[config.mk]
export PLATFORM = sky130hd
export DESIGN_NAME = param_serializer
export DESIGN_NICKNAME = d
export VERILOG_FILES = /design/src/rtl/uart_pkg.sv /design/src/rtl/ser_bit_cnt.sv /design/src/rtl/param_serializer.sv
export SDC_FILE = /design/constraint.sdc
export NUM_CORES = 1
export LEC_CHECK = 0
export CAP_MARGIN = 20
export CORE_MARGIN = 2
export CORE_UTILIZATION = 46
export DETAILED_ROUTE_END_ITERATION = 8
export DONT_BUFFER_PORTS = 1
export MAX_ROUTING_LAYER = met4
export PLACE_DENSITY = 0.71
export SLEW_MARGIN = 30
export SYNTH_ARGS = -nofsm -noshare
export SYNTH_HDL_FRONTEND = slang
export SYNTH_HIERARCHICAL = 1
export SYNTH_SLANG_ARGS = --single-unit
[constraint.sdc]
create_clock -name ParSer_CLK -period 1.84 [get_ports ParSer_CLK]
set_input_delay 0.276 -clock ParSer_CLK [delete_from_list [all_inputs] [get_ports ParSer_CLK]]
set_output_delay 0.276 -clock ParSer_CLK [all_outputs]
set_load 0.01 [all_outputs]
[src/rtl/uart_pkg.sv]
// uart_pkg: shared definitions for the UART serial data path.
//  - State encoding localparams and the serializer state enum (IDLE / SHIFT).
//  - cnt_width(): width of a bit counter covering 0..n-1, never narrower than 1 bit.
//  - DEFAULT_IDLE_LEVEL: line level driven while no word is being shifted.
// No ports (package).
package uart_pkg;

  localparam logic ST_IDLE_ENC  = 1'b0;
  localparam logic ST_SHIFT_ENC = 1'b1;

  typedef enum logic {
    ST_IDLE  = ST_IDLE_ENC,
    ST_SHIFT = ST_SHIFT_ENC
  } ser_state_e;

  localparam logic DEFAULT_IDLE_LEVEL = 1'b1;

  function automatic int cnt_width(input int n);
    return ($clog2(n) < 1) ? 1 : $clog2(n);
  endfunction

endpackage : uart_pkg

[src/rtl/ser_bit_cnt.sv]
// ser_bit_cnt: bit-period counter shared by the serializer and deserializer.
// Counts enabled ticks from 0 to N-1 and wraps back to 0 on the tick that
// ends the last bit, so the count never leaves the 0..N-1 range.
// Ports:
//   clk   in   rising-edge clock
//   rst   in   synchronous active-high reset (count -> 0)
//   clr   in   force count to 0 (wins over en)
//   en    in   one bit period ended; advance or wrap
//   cnt   out  current bit index, CW = max(1, clog2(N)) bits
//   last  out  1 while cnt == N-1 (the final bit of the word)
module ser_bit_cnt
  import uart_pkg::*;
#(
  parameter  int N  = 8,
  localparam int CW = cnt_width(N)
) (
  input  logic          clk,
  input  logic          rst,
  input  logic          clr,
  input  logic          en,
  output logic [CW-1:0] cnt,
  output logic          last
);

  localparam logic [CW-1:0] LAST_VAL = CW'(N - 1);

  logic [CW-1:0] cnt_d, cnt_q;

  assign last = (cnt_q == LAST_VAL);
  assign cnt  = cnt_q;

  always_comb begin
    // NOTE: the default is assigned before any branch so no path leaves cnt_d unassigned (no latch).
    cnt_d = cnt_q;
    if (clr) begin
      cnt_d = '0;
    end else if (en) begin
      cnt_d = last ? '0 : cnt_q + CW'(1);
    end
  end

  // NOTE: state registers use non-blocking assignments so every flop samples pre-edge values.
  always_ff @(posedge clk) begin
    if (rst) begin
      cnt_q <= '0;
    end else begin
      cnt_q <= cnt_d;
    end
  end

endmodule : ser_bit_cnt

[src/rtl/param_serializer.sv]
// param_serializer: parallel-to-serial shifter for the UART TX data path.
// Takes a DATA_WIDTH word on a valid/ready handshake and drives it out one bit
// per baud tick, LSB- or MSB-first, with a one-cycle done pulse after the last
// bit period. Framing (start/stop/parity) is added elsewhere.
//
// Optional feature: define PARAM_SERIALIZER_HOLD_EN to add a one-word holding
// register, so a new word can be taken while one is shifting and the two go
// out with no idle bit between them. Without it, Ready is only high in IDLE.
//
// Ports:
//   ParSer_CLK         in   clock, rising edge
//   ParSer_RST_SYN     in   synchronous active-high reset
//   ParSer_Tick        in   baud enable, one pulse per bit period
//   ParSer_Data        in   parallel word, sampled on accept
//   ParSer_Valid       in   word offered
//   ParSer_Ready       out  word can be taken (accept = Valid & Ready)
//   ParSer_SerialData  out  registered serial line
//   ParSer_Busy        out  high while a word is shifting
//   ParSer_Done        out  one-cycle pulse after the last bit period
module param_serializer
  import uart_pkg::*;
#(
  parameter int   DATA_WIDTH = 8,
  parameter int   MSB_FIRST  = 0,
  parameter logic IDLE_LEVEL = DEFAULT_IDLE_LEVEL
) (
  input  logic                  ParSer_CLK,
  input  logic                  ParSer_RST_SYN,
  input  logic                  ParSer_Tick,
  input  logic [DATA_WIDTH-1:0] ParSer_Data,
  input  logic                  ParSer_Valid,
  output logic                  ParSer_Ready,
  output logic                  ParSer_SerialData,
  output logic                  ParSer_Busy,
  output logic                  ParSer_Done
);

  localparam int CW = cnt_width(DATA_WIDTH);

  ser_state_e            state_d, state_q;
  logic [DATA_WIDTH-1:0] word_d, word_q;
  logic                  serial_d, serial_q;
  logic                  done_d, done_q;
`ifdef PARAM_SERIALIZER_HOLD_EN
  logic [DATA_WIDTH-1:0] hold_d, hold_q;
  logic                  hold_full_d, hold_full_q;
`endif

  logic          cnt_clr, cnt_en, bit_last;
  logic [CW-1:0] bit_cnt, next_idx;
  logic          accept;

  // Bit idx of a word in transmit order; idx 0 is the first bit on the line.
  function automatic logic pick_bit(input logic [DATA_WIDTH-1:0] w,
                                    input logic [CW-1:0]         idx);
    logic [DATA_WIDTH-1:0] tmp;
    if (MSB_FIRST != 0) begin
      tmp = w << idx;
      return tmp[DATA_WIDTH-1];
    end
    tmp = w >> idx;
    return tmp[0];
  endfunction

  ser_bit_cnt #(
    .N (DATA_WIDTH)
  ) u_bit_cnt (
    .clk  (ParSer_CLK),
    .rst  (ParSer_RST_SYN),
    .clr  (cnt_clr),
    .en   (cnt_en),
    .cnt  (bit_cnt),
    .last (bit_last)
  );

  // Ready is held low during reset so nothing looks accepted while state is being dropped.
`ifdef PARAM_SERIALIZER_HOLD_EN
  assign ParSer_Ready = ~ParSer_RST_SYN & ~hold_full_q;
`else
  assign ParSer_Ready = ~ParSer_RST_SYN & (state_q == ST_IDLE);
`endif

  assign accept   = ParSer_Valid & ParSer_Ready;
  assign next_idx = bit_cnt + CW'(1);

  always_comb begin
    state_d  = state_q;
    word_d   = word_q;
    serial_d = serial_q;
    done_d   = 1'b0;
    cnt_clr  = 1'b0;
    cnt_en   = 1'b0;
`ifdef PARAM_SERIALIZER_HOLD_EN
    hold_d      = hold_q;
    hold_full_d = hold_full_q;
`endif

    unique case (state_q)
      ST_IDLE: begin
        // A tick on the accept edge is ignored: the counter starts cleared.
        if (accept) begin
          word_d   = ParSer_Data;
          serial_d = pick_bit(ParSer_Data, '0);
          state_d  = ST_SHIFT;
          cnt_clr  = 1'b1;
        end
      end

      ST_SHIFT: begin
        if (ParSer_Tick) begin
          cnt_en = 1'b1;  // the counter wraps to 0 by itself on the last bit
          if (!bit_last) begin
            serial_d = pick_bit(word_q, next_idx);
          end else begin
            done_d = 1'b1;
`ifdef PARAM_SERIALIZER_HOLD_EN
            if (hold_full_q) begin
              word_d      = hold_q;
              serial_d    = pick_bit(hold_q, '0);
              hold_full_d = 1'b0;
            end else if (accept) begin
              word_d   = ParSer_Data;
              serial_d = pick_bit(ParSer_Data, '0);
            end else begin
              serial_d = IDLE_LEVEL;
              state_d  = ST_IDLE;
            end
`else
            serial_d = IDLE_LEVEL;
            state_d  = ST_IDLE;
`endif
          end
        end
`ifdef PARAM_SERIALIZER_HOLD_EN
        // An accept on the final tick went straight to the shift register above.
        if (accept && !(ParSer_Tick && bit_last)) begin
          hold_d      = ParSer_Data;
          hold_full_d = 1'b1;
        end
`endif
      end
    endcase
  end

  always_ff @(posedge ParSer_CLK) begin
    if (ParSer_RST_SYN) begin
      state_q     <= ST_IDLE;
      serial_q    <= IDLE_LEVEL;
      done_q      <= 1'b0;
`ifdef PARAM_SERIALIZER_HOLD_EN
      hold_full_q <= 1'b0;
`endif
    end else begin
      state_q     <= state_d;
      serial_q    <= serial_d;
      done_q      <= done_d;
`ifdef PARAM_SERIALIZER_HOLD_EN
      hold_full_q <= hold_full_d;
`endif
    end
  end

  // NOTE: word storage carries no reset; it is only read after a load, and the control flops above gate that.
  always_ff @(posedge ParSer_CLK) begin
    word_q <= word_d;
`ifdef PARAM_SERIALIZER_HOLD_EN
    hold_q <= hold_d;
`endif
  end

  assign ParSer_SerialData = serial_q;
  assign ParSer_Busy       = (state_q == ST_SHIFT);
  assign ParSer_Done       = done_q;

endmodule : param_serializer

# Yosys cells after proc, flatten, opt, wreduce, memory -nomap -nowiden
# Cells that the tools add are included.
dict set report op_classes {
  multipliers 0
  n_div 0
  shifts 1
  addsub 1
  magnitude_cmp 0
  n_reduce_logical 4
  n_bitwise 5
  mux 13
  n_eq_ne 3
}
# operator n
set ops {}
lappend ops {{$mux W1} 10}
lappend ops {{$shr A8 B3 Y1} 1}
lappend ops {{$ne A2 B2 Y1 const B} 2}
lappend ops {{$pmux W1 S2} 2}
lappend ops {{$reduce_and A2 Y1} 2}
lappend ops {{$add A3 B1 Y3 const B} 1}
lappend ops {{$eq A3 B3 Y1 const B} 1}
lappend ops {{$mux W3} 1}
lappend ops {{$not A1 Y1} 3}
lappend ops {{$reduce_or A3 Y1} 1}
lappend ops {{$and A1 B1 Y1} 2}
lappend ops {{$reduce_or A2 Y1} 1}
dict set report totals {
  regBits 14
  latch_bits 0
  in_bits 12
  ram_bits 0
  output_inout_bits 4
  n_memories 0
  rom_bits 0
}

# Logic depth before layout (Yosys ltp)
# Gate-level depths: netlist (run 1).
dict set report depth {
  ltp_word 6
  mapped_depth 4
  mapped_depth_nobuf 4
}

# Hierarchy
# Netlist (run 1), hierarchy kept.
# mod instances area_each_um2 cells_per_inst
set modules_own_cells {}
lappend modules_own_cells {param_serializer 1 465.4 29}
lappend modules_own_cells {ser_bit_cnt 1 142.6 12}

# Least setup slack after synthesis (run 1)
# Ideal clock, no wire load.
dict set report synth_path {
  path_type {register -> register}
  from {reg u_bit_cnt.cnt_q[0], in the netlist u_bit_cnt/cnt[0]}
  to {reg u_bit_cnt.cnt_q[0], in the netlist u_bit_cnt/cnt[0]}
  setup_time_ps 80
  setup_slack_ps 513
  arrival_ps 1247
  n_path_buf 0
  path_stages_with_launch 5
  t_required_ps 1760
  path_cell_list {dfxtp_1 > ha_1 > ha_1 > or3b_1 > a211oi_2}
}
dict set report synth_between {
  elab_chain_cells 2
  word_cells_on_any_way 3
  classes_between {1 x add/sub; 1 x eq/ne; 1 x mux}
}
# item line
set synth_lines {}
lappend synth_lines {{start, declared} ser_bit_cnt.sv:27} ;# logic [CW-1:0] cnt_d, cnt_q;
lappend synth_lines {{start signal, assigned} ser_bit_cnt.sv:47} ;# cnt_q <= cnt_d;
lappend synth_lines {{$eq A3 B3 Y1} ser_bit_cnt.sv:29} ;# assign last = (cnt_q == LAST_VAL);
lappend synth_lines {{via bit_last} param_serializer.sv:49} ;# logic cnt_clr, cnt_en, bit_last;
lappend synth_lines {{$mux W3} ser_bit_cnt.sv:38} ;# cnt_d = last ? '0 : cnt_q + CW'(1);
# The timed path passes the listed nets, and every way through them passes these cells.
# A chain may end at the register's enable or synchronous reset.

# Final worst setup path (run 1)
dict set report layout_path {
  from {reg state_q, in the netlist ParSer_Busy}
  to {reg word_q[3], enable pin}
}
dict set report layout_between {
  elab_chain_cells 4
}
# item line
set layout_lines {}
lappend layout_lines {{start, declared} param_serializer.sv:40} ;# ser_state_e state_d, state_q;
lappend layout_lines {{start signal, assigned} param_serializer.sv:154} ;# state_q <= state_d;
lappend layout_lines {{$not A1 Y1} --}
lappend layout_lines {{$and A1 B1 Y1} param_serializer.sv:80} ;# assign ParSer_Ready = ~ParSer_RST_SYN & (state_q == ST_IDLE);
lappend layout_lines {{via ParSer_Ready} param_serializer.sv:32} ;# output logic ParSer_Ready,
lappend layout_lines {{$and A1 B1 Y1} param_serializer.sv:83} ;# assign accept = ParSer_Valid & ParSer_Ready;
lappend layout_lines {{$reduce_and A2 Y1 (no line)} --}
lappend layout_lines {{end signal, assigned} param_serializer.sv:165} ;# word_q <= word_d;
lappend layout_lines {{end, declared} param_serializer.sv:41} ;# logic [DATA_WIDTH-1:0] word_d, word_q;
# The timed path passes the listed nets, and every way through them passes these cells.

==> metrics.txt, run 1 <==
# TYPE chip_impl_metric gauge
chip_impl_metric{name="register_cell_area_after_layout",unit="µm²"} 360
chip_impl_info{name="timing.critical_path.to",value="word_q[3]"} 1
chip_impl_metric{name="initial_core_util",unit=""} 0.479
chip_impl_info{name="timing.setup.critical_path_class",value="register to register"} 1
chip_impl_metric{name="grt_start_max_net_pins",unit=""} 12
chip_impl_info{name="cts_tree",value="built"} 1
chip_impl_metric{name="post_synth_xor_area_fraction",unit=""} 0.0144
chip_impl_metric{name="postSynthRegisterBits",unit=""} 14
chip_impl_info{name="layout_commonest_cell",value="edfxtp_1"} 1
chip_impl_metric{name="cts_buffers",unit=""} 3
chip_impl_info{name="grt_setup_unrepaired",value="false"} 1
chip_impl_metric{name="number_of_instances_resized_during_post_cts_repair",unit=""} 0
chip_impl_metric{name="diodes",unit=""} 0
chip_impl_metric{name="first_global_vias",unit=""} 351
chip_impl_metric{name="synth.net_count",unit=""} 56
chip_impl_metric{name="cell_area_after_technology_mapping",unit="µm²"} 608
chip_impl_info{name="cts_root_buf",value="clkbuf_4"} 1
chip_impl_metric{name="core-area",unit="mm²"} 0.00127
chip_impl_metric{name="drt-vias-per-instance",unit=""} 5.73
chip_impl_metric{name="gp_congestion",unit=""} 0.755
chip_impl_metric{name="syn-mean-instance-area",unit="µm²"} 14.8
chip_impl_metric{name="report.final.hold_viol_count",unit=""} 0
chip_impl_metric{name="post_synth_simple_gate_area",unit=""} 0.105
chip_impl_info{name="crit_path_start",value="ParSer_Busy"} 1
chip_impl_info{name="synthDominantAreaCellType",value="edfxtp_1"} 1
chip_impl_metric{name="synth_mux_area_frac",unit=""} 0.154
chip_impl_metric{name="timing.slew.headroom",unit=""} 0.696
chip_impl_info{name="min_path_type",value="primary input to register"} 1
chip_impl_metric{name="yosysUniqueCellTypes",unit=""} 19
chip_impl_metric{name="leakagePower",unit="µW"} 0.000248
chip_impl_metric{name="postCtsHoldBufs",unit=""} 0
chip_impl_metric{name="area_of_the_multi_input_gates",unit="µm²"} 244
chip_impl_metric{name="timing.critical_path.fanout_max",unit=""} 11
chip_impl_metric{name="die-width",unit="µm"} 40.4
chip_impl_metric{name="post_route_cells_drive_above_1_share",unit=""} 0.111
chip_impl_metric{name="area_delta_synth_final",unit="%"} 7.41
chip_impl_info{name="synth_top_family_by_area",value="multiplexers"} 1
chip_impl_metric{name="worst_setup_hold_path_clk_slew",unit="ns"} 0.07
chip_impl_metric{name="grt_first_pass_wirelength",unit="µm"} 1360
chip_impl_metric{name="yosysSeqAreaShare",unit=""} 0.593
chip_impl_metric{name="layout.filler_cells",unit=""} 119
chip_impl_metric{name="floorplan.die.height",unit="µm"} 40.4
chip_impl_metric{name="clkPwrFrac",unit=""} 0.298
chip_impl_metric{name="route.detailed.drc",unit=""} 0
chip_impl_metric{name="finalWorstPathRequiredPeriod",unit="ns"} 1.47
chip_impl_metric{name="grt_overflow_total",unit=""} 0
chip_impl_metric{name="achievable-frequency",unit="MHz"} 681
chip_impl_metric{name="clkLatencyLatePin",unit="ns"} 0.27
chip_impl_metric{name="cts_setup_buffers",unit=""} 0
chip_impl_info{name="run_status",value="finished, final reports clean"} 1
chip_impl_metric{name="std_cell_rows",unit=""} 13
chip_impl_metric{name="synth_cells",unit=""} 41
chip_impl_metric{name="power.density",unit="mW/mm²"} 847
chip_impl_metric{name="final_nets",unit=""} 61
chip_impl_metric{name="cap_viol_max_count",unit=""} 0
chip_impl_metric{name="ir_worst_vdd",unit="mV"} 0.426
chip_impl_metric{name="final-max-slew-violation-count",unit=""} 0
chip_impl_metric{name="rr_worst_depth",unit=""} 2
chip_impl_metric{name="cts_buffer_depth",unit=""} 2
chip_impl_metric{name="numClockSinks",unit=""} 14
chip_impl_metric{name="detail-route-antenna-nets",unit=""} 0
chip_impl_metric{name="seq_power_share",unit=""} 0.638
chip_impl_metric{name="layout_worst_path_cycle_share",unit=""} 0.798
chip_impl_metric{name="synth_top_cell_area_share",unit=""} 0.395
chip_impl_metric{name="finalSetupViolCount",unit=""} 0
chip_impl_metric{name="pint",unit="µW"} 440
chip_impl_info{name="critPathLaunchType",value="register"} 1
chip_impl_metric{name="power.switching",unit="µW"} 113
chip_impl_info{name="worst_setup_path_end_kind",value="register"} 1
chip_impl_metric{name="portBuffers",unit=""} 0
chip_impl_metric{name="yosysWarnings",unit=""} 6
chip_impl_metric{name="switching_share",unit=""} 0.204
chip_impl_metric{name="wirelength",unit="µm"} 835
chip_impl_metric{name="number_of_antenna_violations_at_the_first_check_in_global_routing",unit=""} 0
chip_impl_info{name="r2r-end",value="word_q[3]"} 1
chip_impl_metric{name="critical_path_required",unit="ns"} 1.76
chip_impl_metric{name="adder_cell_share_of_the_synthesized_area",unit=""} 0.0617
chip_impl_metric{name="grt_util_all_layers",unit=""} 0.137
chip_impl_info{name="r2r_start",value="ParSer_Busy"} 1
chip_impl_info{name="final_cell_mix",value="edfxtp_1, dfxtp_1"} 1
chip_impl_metric{name="finalClockSkew",unit="ns"} 0.00153
chip_impl_metric{name="worst-endpoint-arrival",unit="ns"} 1.39
chip_impl_metric{name="routed_wire_length_per_instance",unit="µm"} 13.9
chip_impl_metric{name="die-area",unit="mm²"} 0.00163
chip_impl_metric{name="vias",unit=""} 344
chip_impl_metric{name="pwr-share-comb",unit=""} 0.064
chip_impl_metric{name="synth_compound_area_frac",unit=""} 0.0658
chip_impl_metric{name="tns",unit="ns"} 0
chip_impl_metric{name="worstMarginPinSlew",unit="ns"} 0.456
chip_impl_metric{name="fin_hold_ws",unit="ns"} 0.0622
chip_impl_metric{name="first_pass_iters",unit=""} 4
chip_impl_info{name="synth_area_leaders",value="edfxtp_1, dfxtp_1, mux4_1, ha_1, mux2i_1"} 1
chip_impl_metric{name="power.total",unit="µW"} 553
chip_impl_info{name="min_from",value="ParSer_RST_SYN"} 1
chip_impl_metric{name="design.portCount",unit=""} 16
chip_impl_metric{name="r2r_slack",unit="ns"} 0.37
chip_impl_metric{name="ctsHtreeMaxLevel",unit=""} 1
chip_impl_metric{name="drt_iter0_markers",unit=""} 9
## synthesized netlist by cell type
master and number:
a211oi_2 1, o2bb2ai_1 1, nor2_1 3, or3b_1 1, edfxtp_1 8, nand2b_1 1, a32oi_1 1, inv_1 1
mux2_2 1, o211a_1 1, xnor2_1 1, mux2i_1 3, nor2b_1 1, and2_1 2, nor3_1 3, dfxtp_1 6
ha_1 3, mux4_1 2, nand2_1 1
## logic make-up after synthesis
| group | count (synthesis) |
|---|---|
| DFF | 14 |
| buffers and inverters | 1 |
| xor gates and xnor gates | 1 |
| muxes | 6 |
| AOI/OAI and AO/OA | 4 |
| and+or+nand+nor | 12 |
| adders and majority gates | 3 |
## worst max-delay path, stage by stage (launching register included)
cell,delay (ns)
dfxtp_1,0.40
nor2_1,0.26
and2_1,0.46
## power by group through the flow
stage	registers, µW	logic [µW]	clock network (µW)
3_5_place_dp	361	34.9	0
2_1_floorplan	358	30.0	0
3_3_place_gp	361	33.6	0
4_1_cts	353	35.3	171
5_1_grt	355	39.1	184
6_report	353	35.2	165
## registers in the layout (all words and copies together) (netlist names)
register / flops
ParSer_Done: 1
ParSer_Busy: 1
u_bit_cnt/cnt: 3
word_q: 8
ParSer_SerialData: 1
## area by class of cell
cell class / instances / share of cell area
Clock buffer: 3 / 0.0345
Clock inverter: 1 / 0.00575
Inverter: 1 / 0.00575
Multi-Input combinational cell: 26 / 0.374
Sequential cell: 14 / 0.552
Tap cell: 15 / 0.0287
## how the worst min path moves through the flow
| stage | to | slack, ns | cells after the start |
|---|---|---|---|
| after floorplan | u_bit_cnt/cnt[0] | 0.34 | 1 |
| final | u_bit_cnt/cnt[0] | 0.06 | 1 |
| after global placement | u_bit_cnt/cnt[0] | 0.34 | 1 |
| after detailed placement | u_bit_cnt/cnt[0] | 0.35 | 1 |
| after CTS | u_bit_cnt/cnt[0] | 0.05 | 1 |
| after global routing | u_bit_cnt/cnt[0] | 0.05 | 1 |
## metrics by stage
stage / utilization / worst slack [ns] / std cells / area (µm²)
floorplan: - / 0.513 / 41 / 608
global placement: 0.494 / 0.391 / 56 / 627
detailed placement: 0.494 / 0.373 / 56 / 627
CTS: 0.515 / 0.361 / 60 / 653
global route: 0.515 / 0.230 / 60 / 653
finish: 0.515 / 0.371 / 60 / 653
## layer usage
layer	track usage	share of wire
met1	0.164	0.40
met2	0.206	0.52
met3	0.0222	0.056
met4	0.100	0.019
met5	-	0
Power figures use the tool's default switching activity.
==> run 2, diff against run 1 <==
- PLACE_DENSITY: 0.71 -> 0.73
- clock period: 1.84 -> 1.28 ns (I/O delays scaled with it)
==> run 2 against run 1 <==
  * The run now ends with negative setup slack left
  * Die area did not move
  * Clock power is 45% higher
  * Critical endpoint is now ParSer_SerialData
  * Utilization grew 7.6 points
  * Routed wire length is 18% higher
  * Global-route usage up 1.6 points
  * Register-to-register slack lost 0.45 ns
  * Sequential share of layout area is 6.4 points lower
  * Sequential power up 44%
  * Critical path depth rose by 2
  * First-iteration DRC count decreased by 56%
  * Non-clock buffer count increased by 7
  * Total power up 49%
  * Largest power group unchanged
==> metrics.txt, run 2 (same netlist as run 1, synthesis figures left out) <==
# TYPE chip_impl_metric gauge
chip_impl_info{name="cts_root_buf",value="clkbuf_4"} 1
chip_impl_metric{name="diodes",unit=""} 0
chip_impl_metric{name="power.total",unit="µW"} 824
chip_impl_metric{name="pint",unit="µW"} 651
chip_impl_metric{name="critical_path_required",unit="ns"} 1.42
chip_impl_metric{name="final_critical_path_setup_slack",unit="ns"} -0.0811
chip_impl_metric{name="grt_first_pass_wirelength",unit="µm"} 1530
chip_impl_metric{name="first_global_vias",unit=""} 341
chip_impl_metric{name="layout_worst_path_cycle_share",unit=""} 1.06
chip_impl_info{name="critPathLaunchType",value="register"} 1
chip_impl_metric{name="worst_setup_hold_path_clk_slew",unit="ns"} 0.08
chip_impl_metric{name="core-area",unit="mm²"} 0.00127
chip_impl_metric{name="switching_share",unit=""} 0.210
chip_impl_metric{name="floorplan.die.height",unit="µm"} 40.4
chip_impl_metric{name="cap_viol_max_count",unit=""} 0
chip_impl_metric{name="routed_wire_length_per_instance",unit="µm"} 14.7
chip_impl_metric{name="fin_hold_ws",unit="ns"} 0.0199
chip_impl_metric{name="grt_util_all_layers",unit=""} 0.153
chip_impl_metric{name="ctsHtreeMaxLevel",unit=""} 1
chip_impl_metric{name="design.portCount",unit=""} 16
chip_impl_metric{name="r2r_slack",unit="ns"} -0.08
chip_impl_metric{name="initial_core_util",unit=""} 0.479
chip_impl_metric{name="seq_power_share",unit=""} 0.616
chip_impl_metric{name="numClockSinks",unit=""} 14
chip_impl_metric{name="wirelength",unit="µm"} 986
chip_impl_metric{name="pwr-share-comb",unit=""} 0.092
chip_impl_metric{name="drt_iter0_markers",unit=""} 4
chip_impl_metric{name="cts_buffers",unit=""} 3
chip_impl_metric{name="max_stage_delay",unit="ns"} 0.39
chip_impl_metric{name="first_pass_iters",unit=""} 4
chip_impl_metric{name="worst-endpoint-arrival",unit="ns"} 1.50
chip_impl_metric{name="finalSetupViolCount",unit=""} 2
chip_impl_metric{name="worstMarginPinSlew",unit="ns"} 0.253
chip_impl_metric{name="finalClockSkew",unit="ns"} 0.00856
chip_impl_metric{name="ir_worst_vdd",unit="mV"} 0.818
chip_impl_metric{name="power.density",unit="mW/mm²"} 1100
chip_impl_info{name="r2r_start",value="u_bit_cnt/cnt[0]"} 1
chip_impl_info{name="violations_in_the_final_reports",value="negative setup slack"} 1
chip_impl_info{name="min_path_type",value="primary input to register"} 1
chip_impl_metric{name="timing.slew.headroom",unit=""} 0.832
chip_impl_metric{name="die-area",unit="mm²"} 0.00163
chip_impl_metric{name="achievable-frequency",unit="MHz"} 735
chip_impl_info{name="cts_tree",value="built"} 1
chip_impl_info{name="slowest_stage",value="dfxtp_4"} 1
chip_impl_metric{name="vias",unit=""} 374
chip_impl_metric{name="number_of_flip_flops_in_the_largest_register",unit=""} 8
chip_impl_info{name="worst_setup_path_end_kind",value="register"} 1
chip_impl_metric{name="portBuffers",unit=""} 0
chip_impl_metric{name="route.detailed.drc",unit=""} 0
chip_impl_metric{name="finalWorstPathRequiredPeriod",unit="ns"} 1.36
chip_impl_metric{name="die-width",unit="µm"} 40.4
chip_impl_metric{name="rr_worst_depth",unit=""} 4
chip_impl_metric{name="std_cell_rows",unit=""} 13
chip_impl_metric{name="dpl.hpwl",unit="µm"} 683
chip_impl_metric{name="drt-vias-per-instance",unit=""} 5.58
chip_impl_info{name="regMostFlops",value="word_q"} 1
chip_impl_metric{name="crit_cells",unit=""} 4
chip_impl_metric{name="power.switching",unit="µW"} 173
chip_impl_metric{name="gp_congestion",unit=""} 0.774
chip_impl_metric{name="final-max-slew-violation-count",unit=""} 0
chip_impl_metric{name="number_of_antenna_violations_at_the_first_check_in_global_routing",unit=""} 0
chip_impl_metric{name="cts_buffer_depth",unit=""} 2
chip_impl_info{name="worst_path_dominant_cell_family",value="multiplexers"} 1
chip_impl_metric{name="timing.critical_path.fanout_max",unit=""} 5
chip_impl_metric{name="layout.filler_cells",unit=""} 109
chip_impl_metric{name="grt_overflow_total",unit=""} 0
chip_impl_info{name="layout_commonest_cell",value="edfxtp_1"} 1
chip_impl_metric{name="area_delta_synth_final",unit="%"} 23.3
chip_impl_metric{name="count_of_buffer_and_inverter_cells_on_the_critical_path",unit=""} 0
chip_impl_metric{name="leakagePower",unit="µW"} 0.000272
chip_impl_info{name="worstPathCellList",value="ha_4 > mux4_2 > mux2i_1 > a32oi_1"} 1
chip_impl_info{name="grt_setup_unrepaired",value="true"} 1
chip_impl_info{name="r2r-end",value="ParSer_SerialData"} 1
chip_impl_metric{name="clkPwrFrac",unit=""} 0.291
chip_impl_info{name="crit_path_start",value="u_bit_cnt/cnt[0]"} 1
chip_impl_metric{name="clkLatencyLatePin",unit="ns"} 0.27
chip_impl_metric{name="report.final.hold_viol_count",unit=""} 0
chip_impl_info{name="timing.critical_path.to",value="ParSer_SerialData"} 1
chip_impl_info{name="timing.setup.critical_path_class",value="register to register"} 1
chip_impl_metric{name="detail-route-antenna-nets",unit=""} 0
chip_impl_metric{name="final_nets",unit=""} 68
chip_impl_info{name="run_status",value="complete, but fails checks"} 1
chip_impl_info{name="final_cell_mix",value="edfxtp_1, buf_4, dfxtp_1"} 1
chip_impl_metric{name="grt_start_max_net_pins",unit=""} 12
chip_impl_metric{name="post_route_cells_drive_above_1_share",unit=""} 0.365
-- run 2: through the flow --
stage	setup TNS, ns	area (µm²)	util	std cells	setup WS, ns
6_report	-0.147	749	0.591	67	-0.0811
5_1_grt	-0.227	749	0.591	67	-0.129
4_1_cts	-0.186	737	0.581	66	-0.101
3_5_place_dp	-0.171	659	0.520	60	-0.0922
3_3_place_gp	-0.0805	659	0.520	60	-0.0550
2_1_floorplan	-0.0290	611	-	41	-0.0290
-- run 2: area by class of cell --
| type | count | area (µm²) | share of cell area |
|---|---|---|---|
| Clock buffer | 3 | 22.5 | 0.0301 |
| Clock inverter | 1 | 3.75 | 0.00501 |
| Inverter | 1 | 3.75 | 0.00501 |
| Multi-Input combinational cell | 26 | 278 | 0.371 |
| Sequential cell | 14 | 365 | 0.487 |
| Tap cell | 15 | 18.8 | 0.0250 |
| Timing Repair Buffer | 7 | 57.6 | 0.0768 |
-- run 2: power groups by stage --
stage / combinational [µW] / sequential [µW] / clock, µW
after floorplan: 43.6 / 515 / 0
after global placement: 59.7 / 516 / 0
after detailed placement: 60.8 / 517 / 0
after CTS: 70.7 / 508 / 251
after global routing: 81.7 / 511 / 267
final: 76.2 / 508 / 240
-- run 2: worst min-delay path by stage --
stage | start | endpoint | depth (start not counted) | slack, ns
final | ParSer_Data[1] | word_q[1] | 0 | 0.02
after global routing | ParSer_Data[4] | word_q[4] | 0 | 0.004
after floorplan | ParSer_RST_SYN | u_bit_cnt/cnt[0] | 1 | 0.25
after detailed placement | ParSer_RST_SYN | u_bit_cnt/cnt[0] | 1 | 0.25
after global placement | ParSer_RST_SYN | u_bit_cnt/cnt[0] | 1 | 0.25
after CTS | ParSer_Data[0] | word_q[0] | 0 | 0.002
-- run 2: metal layers --
metal	share of wire	vias up	GRT usage
met5	0	-	-
met1	0.45	184	0.205
li1	-	180	-
met2	0.51	10	0.210
met3	0.042	0	0.0278
met4	0	0	0.100
-- run 2: repair_timing --
item	4_1_cts	5_1_grt
resized for setup	9	1
buffers inserted	1	0
setup endpoints to repair	2	2
hold endpoints to repair	4	1
cloned	0	0
pin swaps	4	1
hold buffers	1	1
